File: src/rtl/usd_pkg.sv
// usd_pkg: shared types and constants for the microSD card-side CMD responder.
// Holds the FSM state encoding, response type codes, CRC7 polynomial, frame
// lengths and the single-step CRC7 update used by usd_crc7.
package usd_pkg;

  typedef enum logic [2:0] {
    ST_IDLE     = 3'd0,
    ST_RX       = 3'd1,
    ST_CHK      = 3'd2,
    ST_WAIT_RSP = 3'd3,
    ST_GAP      = 3'd4,
    ST_TX       = 3'd5,
    ST_RELEASE  = 3'd6
  } state_t;

  typedef enum logic [1:0] {
    RSP_NONE = 2'b00,
    RSP_R2   = 2'b01,
    RSP_R1   = 2'b10,
    RSP_R3   = 2'b11
  } rsp_type_t;

  // x^7 + x^3 + 1 with the x^7 term implied
  localparam logic [6:0] CRC7_POLY = 7'h09;

  localparam int CMD_FRAME_LEN = 48;
  localparam int R2_FRAME_LEN  = 136;

  // One serial CRC7 step, MSB-first data
  function automatic logic [6:0] crc7_step(input logic [6:0] crc, input logic din);
    logic fb;
    fb = din ^ crc[6];
    return {crc[5:0], 1'b0} ^ (fb ? CRC7_POLY : 7'd0);
  endfunction

endpackage

File: src/rtl/usd_cmd_responder_if.sv
// usd_cmd_responder_if: CMD-line pad signals plus the command/response
// handshake between the responder and card-emulation logic.
//   slave  : the responder (samples sdCmdIn/rsp*, drives everything else)
//   master : pad/host model and card-emulation logic
// Optional build macro: USD_RSP_CRC_INJECT_EN adds the crcInject request bit.
interface usd_cmd_responder_if;
  logic         sdCmdIn;
  logic         sdCmdOut;
  logic         sdCmdEn;
  logic         cmdValid;
  logic [5:0]   cmdIndex;
  logic [31:0]  cmdArg;
  logic         crcErr;
  logic         rspValid;
  logic [1:0]   rspType;
  logic [119:0] rspData;
  logic         rspDone;
  logic         busy;
`ifdef USD_RSP_CRC_INJECT_EN
  logic         crcInject;
`endif

  modport slave (
`ifdef USD_RSP_CRC_INJECT_EN
    input  crcInject,
`endif
    input  sdCmdIn, rspValid, rspType, rspData,
    output sdCmdOut, sdCmdEn, cmdValid, cmdIndex, cmdArg, crcErr, rspDone, busy
  );

  modport master (
`ifdef USD_RSP_CRC_INJECT_EN
    output crcInject,
`endif
    output sdCmdIn, rspValid, rspType, rspData,
    input  sdCmdOut, sdCmdEn, cmdValid, cmdIndex, cmdArg, crcErr, rspDone, busy
  );
endinterface

File: src/rtl/usd_crc7.sv
// usd_crc7: serial CRC7 accumulator.
//   clk_i, rst_i : clock and synchronous active-high reset
//   clr_i        : restart from zero; combined with en_i the bit is folded into zero
//   en_i, bit_i  : shift one data bit in
//   crc_o        : current remainder
module usd_crc7
  import usd_pkg::*;
(
  input  logic       clk_i,
  input  logic       rst_i,
  input  logic       clr_i,
  input  logic       en_i,
  input  logic       bit_i,
  output logic [6:0] crc_o
);
  logic [6:0] crc_q;

  // Remainder register
  always_ff @(posedge clk_i) begin
    if (rst_i) begin
      crc_q <= 7'd0;
    end else if (en_i) begin
      crc_q <= crc7_step(clr_i ? 7'd0 : crc_q, bit_i);
    end else if (clr_i) begin
      crc_q <= 7'd0;
    end else begin
      crc_q <= crc_q;
    end
  end

  assign crc_o = crc_q;
endmodule

File: src/rtl/usd_cmd_responder.sv
// usd_cmd_responder: card-side end of the microSD CMD line.
// Receives 48-bit host commands (start/transmission/end bits + CRC7 checked),
// reports index/argument, then sends an R1/R3 (48-bit) or R2 (136-bit) response.
//   sdClk, sysRst : clock, synchronous active-high reset
//   bus (slave)   : sdCmdIn/sdCmdOut/sdCmdEn pad, cmdValid/cmdIndex/cmdArg/crcErr,
//                   rspValid/rspType/rspData/rspDone, busy
// Parameters: NCR (2..63) idle cycles before the response, RSP_TIMEOUT cycles to
// wait for rspValid. Optional build macro USD_RSP_CRC_INJECT_EN adds crcInject.
module usd_cmd_responder
  import usd_pkg::*;
#(
  parameter int NCR         = 2,
  parameter int RSP_TIMEOUT = 64
) (
  input logic                sdClk,
  input logic                sysRst,
  usd_cmd_responder_if.slave bus
);
  localparam logic [7:0] RX_FIRST_BIT = 8'(CMD_FRAME_LEN - 2);
  localparam logic [7:0] GAP_LAST     = 8'(NCR - 1);
  localparam logic [7:0] TMO_LAST     = 8'(RSP_TIMEOUT - 1);
  localparam logic [7:0] R1_DATA_LEN  = 8'(CMD_FRAME_LEN - 8);
  localparam logic [7:0] R2_DATA_LEN  = 8'(R2_FRAME_LEN - 8);
  localparam logic [7:0] R2_CRC_FIRST = 8'd8;  // R2 CRC skips the 8-bit header

  state_t       state_q;
  rsp_type_t    tx_type_q;
  logic [7:0]   cnt_q;
  logic [45:0]  rx_sh_q;
  logic [127:0] tx_sh_q;
  logic         inj_q, sd_out_q, sd_en_q, cmd_valid_q, crc_err_q, rsp_done_q, busy_q;
  logic [5:0]   cmd_index_q;
  logic [31:0]  cmd_arg_q;

  logic [46:0]  rx_frame_s;
  logic         rx_pass_s, rx_crc_en_s, tx_active_s, tx_crc_en_s, inj_s;
  logic [6:0]   crc_rx_s, crc_tx_s, crc_word_s;
  logic [7:0]   tx_idx_s, tx_len_s, tx_end_s;
  logic [127:0] tx_load_s;

`ifdef USD_RSP_CRC_INJECT_EN
  assign inj_s = bus.crcInject;
`else
  assign inj_s = 1'b0;
`endif

  // Frame bits 46..0 as they stand on the edge that samples the end bit
  assign rx_frame_s  = {rx_sh_q, bus.sdCmdIn};
  assign rx_pass_s   = (rx_frame_s[7:1] == crc_rx_s) && rx_frame_s[0] && rx_frame_s[46];
  assign rx_crc_en_s = ((state_q == ST_IDLE) && !bus.sdCmdIn) ||
                       ((state_q == ST_RX) && (cnt_q >= 8'd8));

  // The start bit leaves on the GAP exit edge, so that edge is TX bit 0
  assign tx_active_s = (state_q == ST_TX) || ((state_q == ST_GAP) && (cnt_q == GAP_LAST));
  assign tx_idx_s    = (state_q == ST_TX) ? cnt_q : 8'd0;
  assign tx_len_s    = (tx_type_q == RSP_R2) ? R2_DATA_LEN : R1_DATA_LEN;
  assign tx_end_s    = tx_len_s + 8'd8;
  assign tx_crc_en_s = tx_active_s && (tx_idx_s < tx_len_s) &&
                       ((tx_type_q == RSP_R1) ||
                        ((tx_type_q == RSP_R2) && (tx_idx_s >= R2_CRC_FIRST)));

  usd_crc7 u_crc_rx (.clk_i(sdClk), .rst_i(sysRst), .clr_i(state_q == ST_IDLE),
                     .en_i(rx_crc_en_s), .bit_i(bus.sdCmdIn), .crc_o(crc_rx_s));
  usd_crc7 u_crc_tx (.clk_i(sdClk), .rst_i(sysRst), .clr_i(state_q == ST_GAP),
                     .en_i(tx_crc_en_s), .bit_i(tx_sh_q[127]), .crc_o(crc_tx_s));

  // CRC field sent after the data; R3 carries all-ones instead of a CRC
  always_comb begin
    if (tx_type_q == RSP_R3) begin
      crc_word_s = 7'h7F;
    end else begin
      crc_word_s = {crc_tx_s[6:1], crc_tx_s[0] ^ inj_q};
    end
  end

  // Response header + data, MSB-aligned for shifting out
  always_comb begin
    case (bus.rspType)
      RSP_R2:  tx_load_s = {2'b00, 6'h3F, bus.rspData};
      RSP_R1:  tx_load_s = {2'b00, cmd_index_q, bus.rspData[31:0], 88'd0};
      default: tx_load_s = {2'b00, 6'h3F, bus.rspData[31:0], 88'd0};
    endcase
  end

  // Command/response FSM with registered line and status outputs
  always_ff @(posedge sdClk) begin
    if (sysRst) begin
      state_q     <= ST_IDLE;
      tx_type_q   <= RSP_NONE;
      cnt_q       <= 8'd0;
      rx_sh_q     <= 46'd0;
      tx_sh_q     <= 128'd0;
      inj_q       <= 1'b0;
      sd_out_q    <= 1'b1;
      sd_en_q     <= 1'b0;
      cmd_valid_q <= 1'b0;
      crc_err_q   <= 1'b0;
      rsp_done_q  <= 1'b0;
      busy_q      <= 1'b0;
      cmd_index_q <= 6'd0;
      cmd_arg_q   <= 32'd0;
    end else begin
      cmd_valid_q <= 1'b0;
      crc_err_q   <= 1'b0;
      rsp_done_q  <= 1'b0;
      case (state_q)
        ST_IDLE: begin
          sd_out_q <= 1'b1;
          sd_en_q  <= 1'b0;
          busy_q   <= !bus.sdCmdIn;
          if (!bus.sdCmdIn) begin
            state_q <= ST_RX;
            cnt_q   <= RX_FIRST_BIT;
          end
        end
        ST_RX: begin
          rx_sh_q <= {rx_sh_q[44:0], bus.sdCmdIn};
          if (cnt_q == 8'd0) begin
            // Verdict is registered here so cmdValid/crcErr are high during CHK
            state_q <= ST_CHK;
            if (rx_pass_s) begin
              cmd_valid_q <= 1'b1;
              cmd_index_q <= rx_frame_s[45:40];
              cmd_arg_q   <= rx_frame_s[39:8];
            end else begin
              crc_err_q <= 1'b1;
            end
          end else begin
            cnt_q <= cnt_q - 8'd1;
          end
        end
        ST_CHK: begin
          cnt_q <= 8'd0;
          if (cmd_valid_q) begin
            state_q <= ST_WAIT_RSP;
          end else begin
            state_q <= ST_IDLE;
            busy_q  <= 1'b0;
          end
        end
        ST_WAIT_RSP: begin
          if (bus.rspValid && (bus.rspType == RSP_NONE)) begin
            state_q <= ST_IDLE;
            busy_q  <= 1'b0;
          end else if (bus.rspValid) begin
            state_q   <= ST_GAP;
            tx_type_q <= rsp_type_t'(bus.rspType);
            tx_sh_q   <= tx_load_s;
            inj_q     <= inj_s;
            cnt_q     <= 8'd0;
          end else if (cnt_q == TMO_LAST) begin
            state_q <= ST_IDLE;
            busy_q  <= 1'b0;
          end else begin
            cnt_q <= cnt_q + 8'd1;
          end
        end
        ST_GAP: begin
          if (cnt_q == GAP_LAST) begin
            state_q  <= ST_TX;
            sd_out_q <= tx_sh_q[127];
            sd_en_q  <= 1'b1;
            tx_sh_q  <= {tx_sh_q[126:0], 1'b0};
            cnt_q    <= 8'd1;
          end else begin
            cnt_q <= cnt_q + 8'd1;
          end
        end
        ST_TX: begin
          if (cnt_q == tx_end_s) begin
            state_q    <= ST_RELEASE;
            sd_out_q   <= 1'b1;
            rsp_done_q <= 1'b1;
          end else if (cnt_q == tx_len_s) begin
            // CRC is complete now: send its MSB, queue the rest plus end bit
            sd_out_q <= crc_word_s[6];
            tx_sh_q  <= {crc_word_s[5:0], 1'b1, 121'd0};
            cnt_q    <= cnt_q + 8'd1;
          end else begin
            sd_out_q <= tx_sh_q[127];
            tx_sh_q  <= {tx_sh_q[126:0], 1'b0};
            cnt_q    <= cnt_q + 8'd1;
          end
        end
        ST_RELEASE: begin
          state_q  <= ST_IDLE;
          sd_out_q <= 1'b1;
          sd_en_q  <= 1'b0;
          busy_q   <= 1'b0;
        end
        default: begin
          state_q  <= ST_IDLE;
          sd_out_q <= 1'b1;
          sd_en_q  <= 1'b0;
          busy_q   <= 1'b0;
        end
      endcase
    end
  end

  assign bus.sdCmdOut = sd_out_q;
  assign bus.sdCmdEn  = sd_en_q;
  assign bus.cmdValid = cmd_valid_q;
  assign bus.cmdIndex = cmd_index_q;
  assign bus.cmdArg   = cmd_arg_q;
  assign bus.crcErr   = crc_err_q;
  assign bus.rspDone  = rsp_done_q;
  assign bus.busy     = busy_q;
endmodule
File: src/flat_wrapper.sv
// flat-port wrapper written by rule: the top's interface ports become plain ports
module usd_cmd_responder_flat import usd_pkg::*;
#(
  parameter int NCR         = 2,
  parameter int RSP_TIMEOUT = 64
)
  (sdClk, sysRst, bus_sdCmdIn, bus_rspValid, bus_rspType, bus_rspData, bus_sdCmdOut, bus_sdCmdEn, bus_cmdValid, bus_cmdIndex, bus_cmdArg, bus_crcErr, bus_rspDone, bus_busy);
  usd_cmd_responder_if bus_i ();
  input logic sdClk;
  input logic sysRst;
  input wire logic [$bits(bus_i.sdCmdIn)-1:0] bus_sdCmdIn;
  input wire logic [$bits(bus_i.rspValid)-1:0] bus_rspValid;
  input wire logic [$bits(bus_i.rspType)-1:0] bus_rspType;
  input wire logic [$bits(bus_i.rspData)-1:0] bus_rspData;
  output wire logic [$bits(bus_i.sdCmdOut)-1:0] bus_sdCmdOut;
  output wire logic [$bits(bus_i.sdCmdEn)-1:0] bus_sdCmdEn;
  output wire logic [$bits(bus_i.cmdValid)-1:0] bus_cmdValid;
  output wire logic [$bits(bus_i.cmdIndex)-1:0] bus_cmdIndex;
  output wire logic [$bits(bus_i.cmdArg)-1:0] bus_cmdArg;
  output wire logic [$bits(bus_i.crcErr)-1:0] bus_crcErr;
  output wire logic [$bits(bus_i.rspDone)-1:0] bus_rspDone;
  output wire logic [$bits(bus_i.busy)-1:0] bus_busy;
  assign bus_i.sdCmdIn = bus_sdCmdIn;
  assign bus_i.rspValid = bus_rspValid;
  assign bus_i.rspType = bus_rspType;
  assign bus_i.rspData = bus_rspData;
  assign bus_sdCmdOut = bus_i.sdCmdOut;
  assign bus_sdCmdEn = bus_i.sdCmdEn;
  assign bus_cmdValid = bus_i.cmdValid;
  assign bus_cmdIndex = bus_i.cmdIndex;
  assign bus_cmdArg = bus_i.cmdArg;
  assign bus_crcErr = bus_i.crcErr;
  assign bus_rspDone = bus_i.rspDone;
  assign bus_busy = bus_i.busy;
  usd_cmd_responder #(.NCR(NCR), .RSP_TIMEOUT(RSP_TIMEOUT)) u_core (.sdClk(sdClk), .sysRst(sysRst), .bus(bus_i));
endmodule
File: config.mk
export PLATFORM = sky130hd
export DESIGN_NAME = usd_cmd_responder_flat
export DESIGN_NICKNAME = d
export VERILOG_FILES = /design/src/rtl/usd_pkg.sv /design/src/rtl/usd_cmd_responder_if.sv /design/src/rtl/usd_crc7.sv /design/src/rtl/usd_cmd_responder.sv /design/src/flat_wrapper.sv
export SDC_FILE = /design/constraint.sdc
export NUM_CORES = 1
export LEC_CHECK = 0
export CAP_MARGIN = 30
export CORE_MARGIN = 4
export CORE_UTILIZATION = 45
export DETAILED_ROUTE_END_ITERATION = 8
export PLACE_DENSITY = 0.69
export SLEW_MARGIN = 10
export SYNTH_ARGS = -nofsm -noshare
export SYNTH_HDL_FRONTEND = slang
export SYNTH_HIERARCHICAL = 1
export SYNTH_SLANG_ARGS = --single-unit
File: constraint.sdc
create_clock -name sdClk -period 2.92 [get_ports sdClk]
set_input_delay 0.876 -clock sdClk [delete_from_list [all_inputs] [get_ports sdClk]]
set_output_delay 0.876 -clock sdClk [all_outputs]
set_load 0.03 [all_outputs]
# Word level (Yosys, flattened, before mapping)
# Index checks and enable logic that the tools add are counted.
op_classes:
  n_addsub: 3
  n_lt_le_gt_ge: 3
  eq_ne: 28
  muxes: 47
  bitwise_logic: 11
  reduce_logical: 31
op_table:
  columns: ["operator", "count"]
  rows:
  - ["$mux W128", 5]
  - ["$pmux W128 S3", 1]
  - ["$pmux W126 S2", 1]
  - ["$mux W8", 9]
  - ["$pmux W8 S6", 1]
  - ["$mux W7", 5]
  - ["$mux W3", 7]
  - ["$pmux W3 S6", 1]
  - ["$eq A8 B8 Y1", 2]
  - ["$ge A8 B4 Y1 const B", 2]
  - ["$ne A2 B2 Y1 const B", 8]
  - ["$xor A7 B4 Y7", 2]
  - ["$mux W1", 11]
  - ["$reduce_and A5 Y1", 2]
  - ["$logic_and A1 B1 Y1", 9]
  - ["$reduce_or A3 Y1", 3]
  - ["$add A8 B1 Y8 const B", 1]
  - ["$add A8 B4 Y8 const B", 1]
  - ["$eq A8 B1 Y1 const B", 1]
  - ["$eq A8 B6 Y1 const B", 1]
  - ["$logic_not A8 Y1", 1]
  - ["$lt A8 B8 Y1", 1]
  - ["$mux W4", 2]
  - ["$sub A8 B1 Y8 const B", 1]
  - ["29 further kinds", 45]
totals:
  ff_bits: 245
  inputBits: 126
  output_inout_bits: 44
  elab_cells: 138

# Depth between registers and ports, before layout
depth:
  depth_word: 7
  depth_mapped: 12
  ltp_nobuf: 9

# Modules after synthesis
# The synthesis kept the hierarchy.
modules_own_cells:
  columns: ["mod", "n_inst", "cells_each", "area_per_inst_um2", "seq_area_each_um2"]
  rows:
  - ["usd_cmd_responder", 1, 1247, 10269.8, 4624.4]
  - ["usd_crc7", 2, 34, 326.6, 140.1]

# Least setup slack after synthesis
# No wires, ideal clock.
synth_path:
  kind: "input to register"
  startpoint: "input port bus_rspType[0]"
  endpoint: "register u_core.tx_sh_q[55]"
  setup_ns: 0.132
  arrival_time_ns: 2.462
  t_required_ns: 2.788
  slack_ns: 0.326
  stages: 10
  n_path_buf: 3
  cell_sequence: "inv_1 > ha_1 > nand4b_1 > a21o_1 > or2_1 > buf_2 > buf_6 > buf_4 > a221oi_1 > nor3_1"
synth_via:
  elab_chain_cells: 5
  word_cells_on_any_way: 10
  classes_between: "eq/ne: 3; mux: 4; reduce/logical: 3"
synth_rtl:
  columns: ["item", "line", "text"]
  rows:
  - ["from (decl)", "flat_wrapper.sv:13", "input wire logic [$bits(bus_i.rspType)-1:0] bus_rspType;"]
  - ["$eq A2 B2 Y1 or $eq A2 B1 Y1 (tied branches)", "usd_cmd_responder.sv:78", "case (bus.rspType)"]
  - ["$pmux W126 S2", "usd_cmd_responder.sv:78", null]
  - ["$mux W128", "usd_cmd_responder.sv:145", "end else if (bus.rspValid) begin"]
  - ["$mux W128", "usd_cmd_responder.sv:142", "if (bus.rspValid && (bus.rspType == RSP_NONE)) begin"]
  - ["$pmux W128 S3", "usd_cmd_responder.sv:106", "case (state_q)"]
  - ["to (signal assigned)", "usd_cmd_responder.sv:148", "tx_sh_q <= tx_load_s;"]
  - ["to (signal assigned)", "usd_cmd_responder.sv:163", "tx_sh_q <= {tx_sh_q[126:0], 1'b0};"]
  - ["to (signal assigned)", "usd_cmd_responder.sv:177", "tx_sh_q <= {crc_word_s[5:0], 1'b1, 121'd0};"]
  - ["to (decl)", "usd_cmd_responder.sv:30", "logic [127:0] tx_sh_q;"]
# Parallel ways exist; a longest one is shown, timed or not. The select of a mux whose other input is x is not followed.
# A chain may end at the register's enable or synchronous reset.

# Worst setup path after layout
layout_path:
  startpoint: "register u_core.cnt_q[0]"
  endpoint: "register u_core.tx_sh_q[56]"
layout_via:
  elab_chain_cells: 4
  word_cells_on_any_way: 9
  classes_between: "eq/ne: 5; mux: 3; reduce/logical: 1"
layout_rtl:
  columns: ["item", "line", "text"]
  rows:
  - ["from (decl)", "usd_cmd_responder.sv:28", "logic [7:0] cnt_q;"]
  - ["from (signal assigned)", "usd_cmd_responder.sv:129", "cnt_q <= cnt_q - 8'd1;"]
  - ["from (signal assigned)", "usd_cmd_responder.sv:155", "cnt_q <= cnt_q + 8'd1;"]
  - ["from (signal assigned)", "usd_cmd_responder.sv:166", "cnt_q <= cnt_q + 8'd1;"]
  - ["$eq A8 B8 Y1", "usd_cmd_responder.sv:174", "end else if (cnt_q == tx_len_s) begin"]
  - ["$mux W128", "usd_cmd_responder.sv:174", null]
  - ["$mux W128", "usd_cmd_responder.sv:170", "if (cnt_q == tx_end_s) begin"]
  - ["$pmux W128 S3", "usd_cmd_responder.sv:106", null]
  - ["to (signal assigned)", "usd_cmd_responder.sv:163", null]
  - ["to (signal assigned)", "usd_cmd_responder.sv:177", null]
  - ["to (signal assigned)", "usd_cmd_responder.sv:181", "tx_sh_q <= {tx_sh_q[126:0], 1'b0};"]
# Parallel ways exist; a longest one is shown, timed or not. The select of a mux whose other input is x is not followed.

==> metrics <==
status finished, final reports clean; Most common cell on crit path buf_12; final hold slack between 400 and 500 ps; Slowest cell on crit path nor3b_1; Fillers ~2,100; syn_nets 1,452; vias between 10,000 and 15,000; Die Width 164 um; PortBufs approximately 170; register area share after synthesis between 40% and 50%; first-pass GRT wire length 49,200 um; Hold-fix buffers, CTS 0; Worst R2R End u_core/tx_sh_q[56]; CP startpoint u_core/cnt_q[0]; Crit path arrival time roughly 3100 ps; Final Cell Area around 14,000 um2; Post-Layout Cell Count between 1,500 and 2,000; Setup Fix Bufs, Post-CTS 0; vias per inst just under 6; Setup CP Type reg2reg; total track usage a little over a fifth; largest cells by area after synthesis dfxtp_1 (45%), a221oi_1 (9.5%), nand2_1 (6.8%); clk buf depth 3; clock root cell clkbuf_16; CP bufs+invs 3; drt pass-1 iters 6; Worst Skew 9.07 ps; R2R cell count 9; share of layout cells above drive strength 1 between 8 and 9%; Post-Syn Area between 10,000 and 15,000 um2; most frequent cell after synthesis dfxtp_1; CP Depth 9; worst setup path endpoint u_core/tx_sh_q[56]; CP max FO 56; post-route DRC violation count 0; CTS Buf Count 27; Reg2Reg Setup Slack about 230 ps; RR Startpoint u_core/cnt_q[0]; Tmin final about 2700 ps; Tightest Pin Transition between 600 and 700 ps; row cnt 56; Routed Antenna Nets 0; Final Total Pwr 0.00833 W; Worst-Skew Late Latency between 500 and 600 ps; placed cells 1,735; number of diodes 0; fin nets roughly 1,600; WL/cell approximately 17 um; Critical Path Start Type flop; Leak about 5.0 nW; H-tree Lvls 1; endpoints failing setup 0; Post-Syn Area per Cell ~8.3 um2; initial antenna violation count 1; DR iter-0 viols 941; Synth-to-Final Area Change 28.1%; CTS resizes 0; CTS tree done; io pins between 150 and 200; max cap viols 0; Detailed Route WL 30,300 um; placed cell areas roughly 13,000 um2; critical path capture point type flop; Post-Synthesis Cells 1,315; max frequency approximately 0.37 GHz; Die Y between 150 and 200 um; Post-synth EDFFs 0; full die area about 27,000 um2; Distinct cells, synth 65; main flop type after synthesis dfxtp_1; max incr delay on CP about 520 ps; delay-heaviest family, CP simple AND/OR/NAND/NOR gates; Clock Sinks between 200 and 250; top cell type's share of synthesized area approximately 45%; Final Hold Fails 0; Initial Util 46.1%; GRT Residual Overflow 0; Yosys top cell by area dfxtp_1; top post-synthesis cells by count dfxtp_1 (245), nand2_1 (197), nor2_1 (155), nor3_1 (139), a221oi_1 (118); Yosys reg bits about 250; VDD IR max between 0.0003 and 0.0004 V; Max Slew Vio Count 0; pwr/cell area 595 nW/um2; RD Place Congestion slightly above 0.8; RSZ-0062 raised after global routing false; CP Data Required Time approximately 3300 ps; number of global-route vias before repair ~9,700; Final Cycle Share approximately nine tenths; worst path cell trace inv_1, ha_1, nor3b_1, and4_1, nor3_4, buf_12, buf_12, a221oi_1, nor3_1; Core ar. ~24,000 um2; largest net degree at the start of global routing between 80 and 90; relative slew slack about 60%; synth warn 6; clk slew on worst S/H paths about 60 ps; min-delay worst type reg2reg; Synth async-reset ratio 0%; post-DP HPWL ~20,000 um
## per-stage QoR
stage	setup TNS (ps)	setup slack [ps]	utilization (%)
after detailed placement	-7610	-168	55.4
after global placement	-2110	-72.1	55.4
after global routing	0	28.9	59.1
after CTS	0	261	59.1
after floorplan	0	326	-
final	0	235	59.1
## placed cells by master, fill, tap and decap left out, types with 7 or more instances in the layout
| cell type | Yosys | routed |
|---|---|---|
| clkinv_2 | 0 | 7 |
| ha_1 | 11 | 11 |
| dfxtp_1 | 245 | 245 |
| o21ai_0 | 10 | 10 |
| nor2_1 | 155 | 155 |
| nand2b_1 | 10 | 10 |
| nand3_1 | 10 | 10 |
| a22o_1 | 33 | 33 |
| xnor2_1 | 11 | 11 |
| buf_12 | 0 | 17 |
| nor3_1 | 139 | 139 |
| a21oi_1 | 113 | 113 |
| clkdlybuf4s50_1 | 0 | 168 |
| and2_1 | 7 | 7 |
| clkbuf_16 | 0 | 27 |
| buf_4 | 11 | 39 |
| nand2_1 | 197 | 197 |
| mux2i_1 | 13 | 13 |
| inv_1 | 15 | 15 |
| a221oi_1 | 118 | 118 |
## layer usage
metal	vias to the layer above	GRT usage, %	routed length [um]
li1	5039	-	-
met1	4831	30.8	13500
met2	383	34.4	13800
met3	59	4.37	2280
met4	2	5.34	674
met5	-	0	13
## power breakdown
| group | internal [W] | switching [W] | leakage, nW | total (W) |
|---|---|---|---|---|
| Sequential | 0.00346 | 0.000143 | 1.98 | 0.00360 |
| Clock | 0.00201 | 0.00135 | 0.440 | 0.00336 |
| Combinational | 0.000573 | 0.000792 | 2.62 | 0.00137 |
## registers in the layout (all words and copies together), names as in the netlist
signal and flops:
u_core/tx_sh_q 128, u_core/rx_sh_q 46, u_core/bus.cmdArg 32, u_core/cnt_q 8, u_core/u_crc_rx/crc_o 7, u_core/u_crc_tx/crc_o 7, u_core/bus.cmdIndex 6, u_core/state_q 3
u_core/tx_type_q 2, u_core/bus.busy 1, u_core/bus.cmdValid 1, u_core/bus.crcErr 1, u_core/bus.rspDone 1, u_core/bus.sdCmdEn 1, u_core/bus.sdCmdOut 1
## area by class of cell
cell class / count / area, um2 / share of cell area, %
clock inverter: 12 / 120 / 0.858
clock buffer: 38 / 767 / 5.48
sequential: 245 / 4900 / 35.0
timing repair buffer: 225 / 2330 / 16.6
multi-input combinational: 930 / 5420 / 38.7
inverter: 16 / 60.1 / 0.429
tap: 319 / 399 / 2.85
## worst min-delay path by stage
stage / start / end / slack, ps / cells past startpoint
floorplan: u_core/tx_sh_q[0] / u_core/tx_sh_q[0] / 430 / 2
global placement: u_core/bus.cmdArg[13] / u_core/bus.cmdArg[13] / 440 / 2
detailed placement: u_core/bus.cmdArg[3] / u_core/bus.cmdArg[3] / 440 / 2
CTS: u_core/bus.cmdArg[19] / u_core/bus.cmdArg[19] / 460 / 2
global route: u_core/bus.cmdArg[3] / u_core/bus.cmdArg[3] / 470 / 2
finish: u_core/bus.cmdArg[21] / u_core/bus.cmdArg[21] / 450 / 2
## logic make-up after synthesis
family | share of synthesized area, %
XOR/XNOR | 1.04
AND/OR/NAND/NOR | 23.4
buffers and inverters | 5.75
flip-flops | 44.9
adder cells (fa/ha/maj) | 1.26
multiplexers | 1.40
AO/OA/AOI/OAI | 22.2
## worst min-delay path, delay by kind of cell (launching register included)
kind               cells  cell delay, ps
DFF                    1             310
and+or+nand+nor        1              50
AOI/OAI and AO/OA      1              50
No activity file was read; power rests on OpenSTA's default activity.
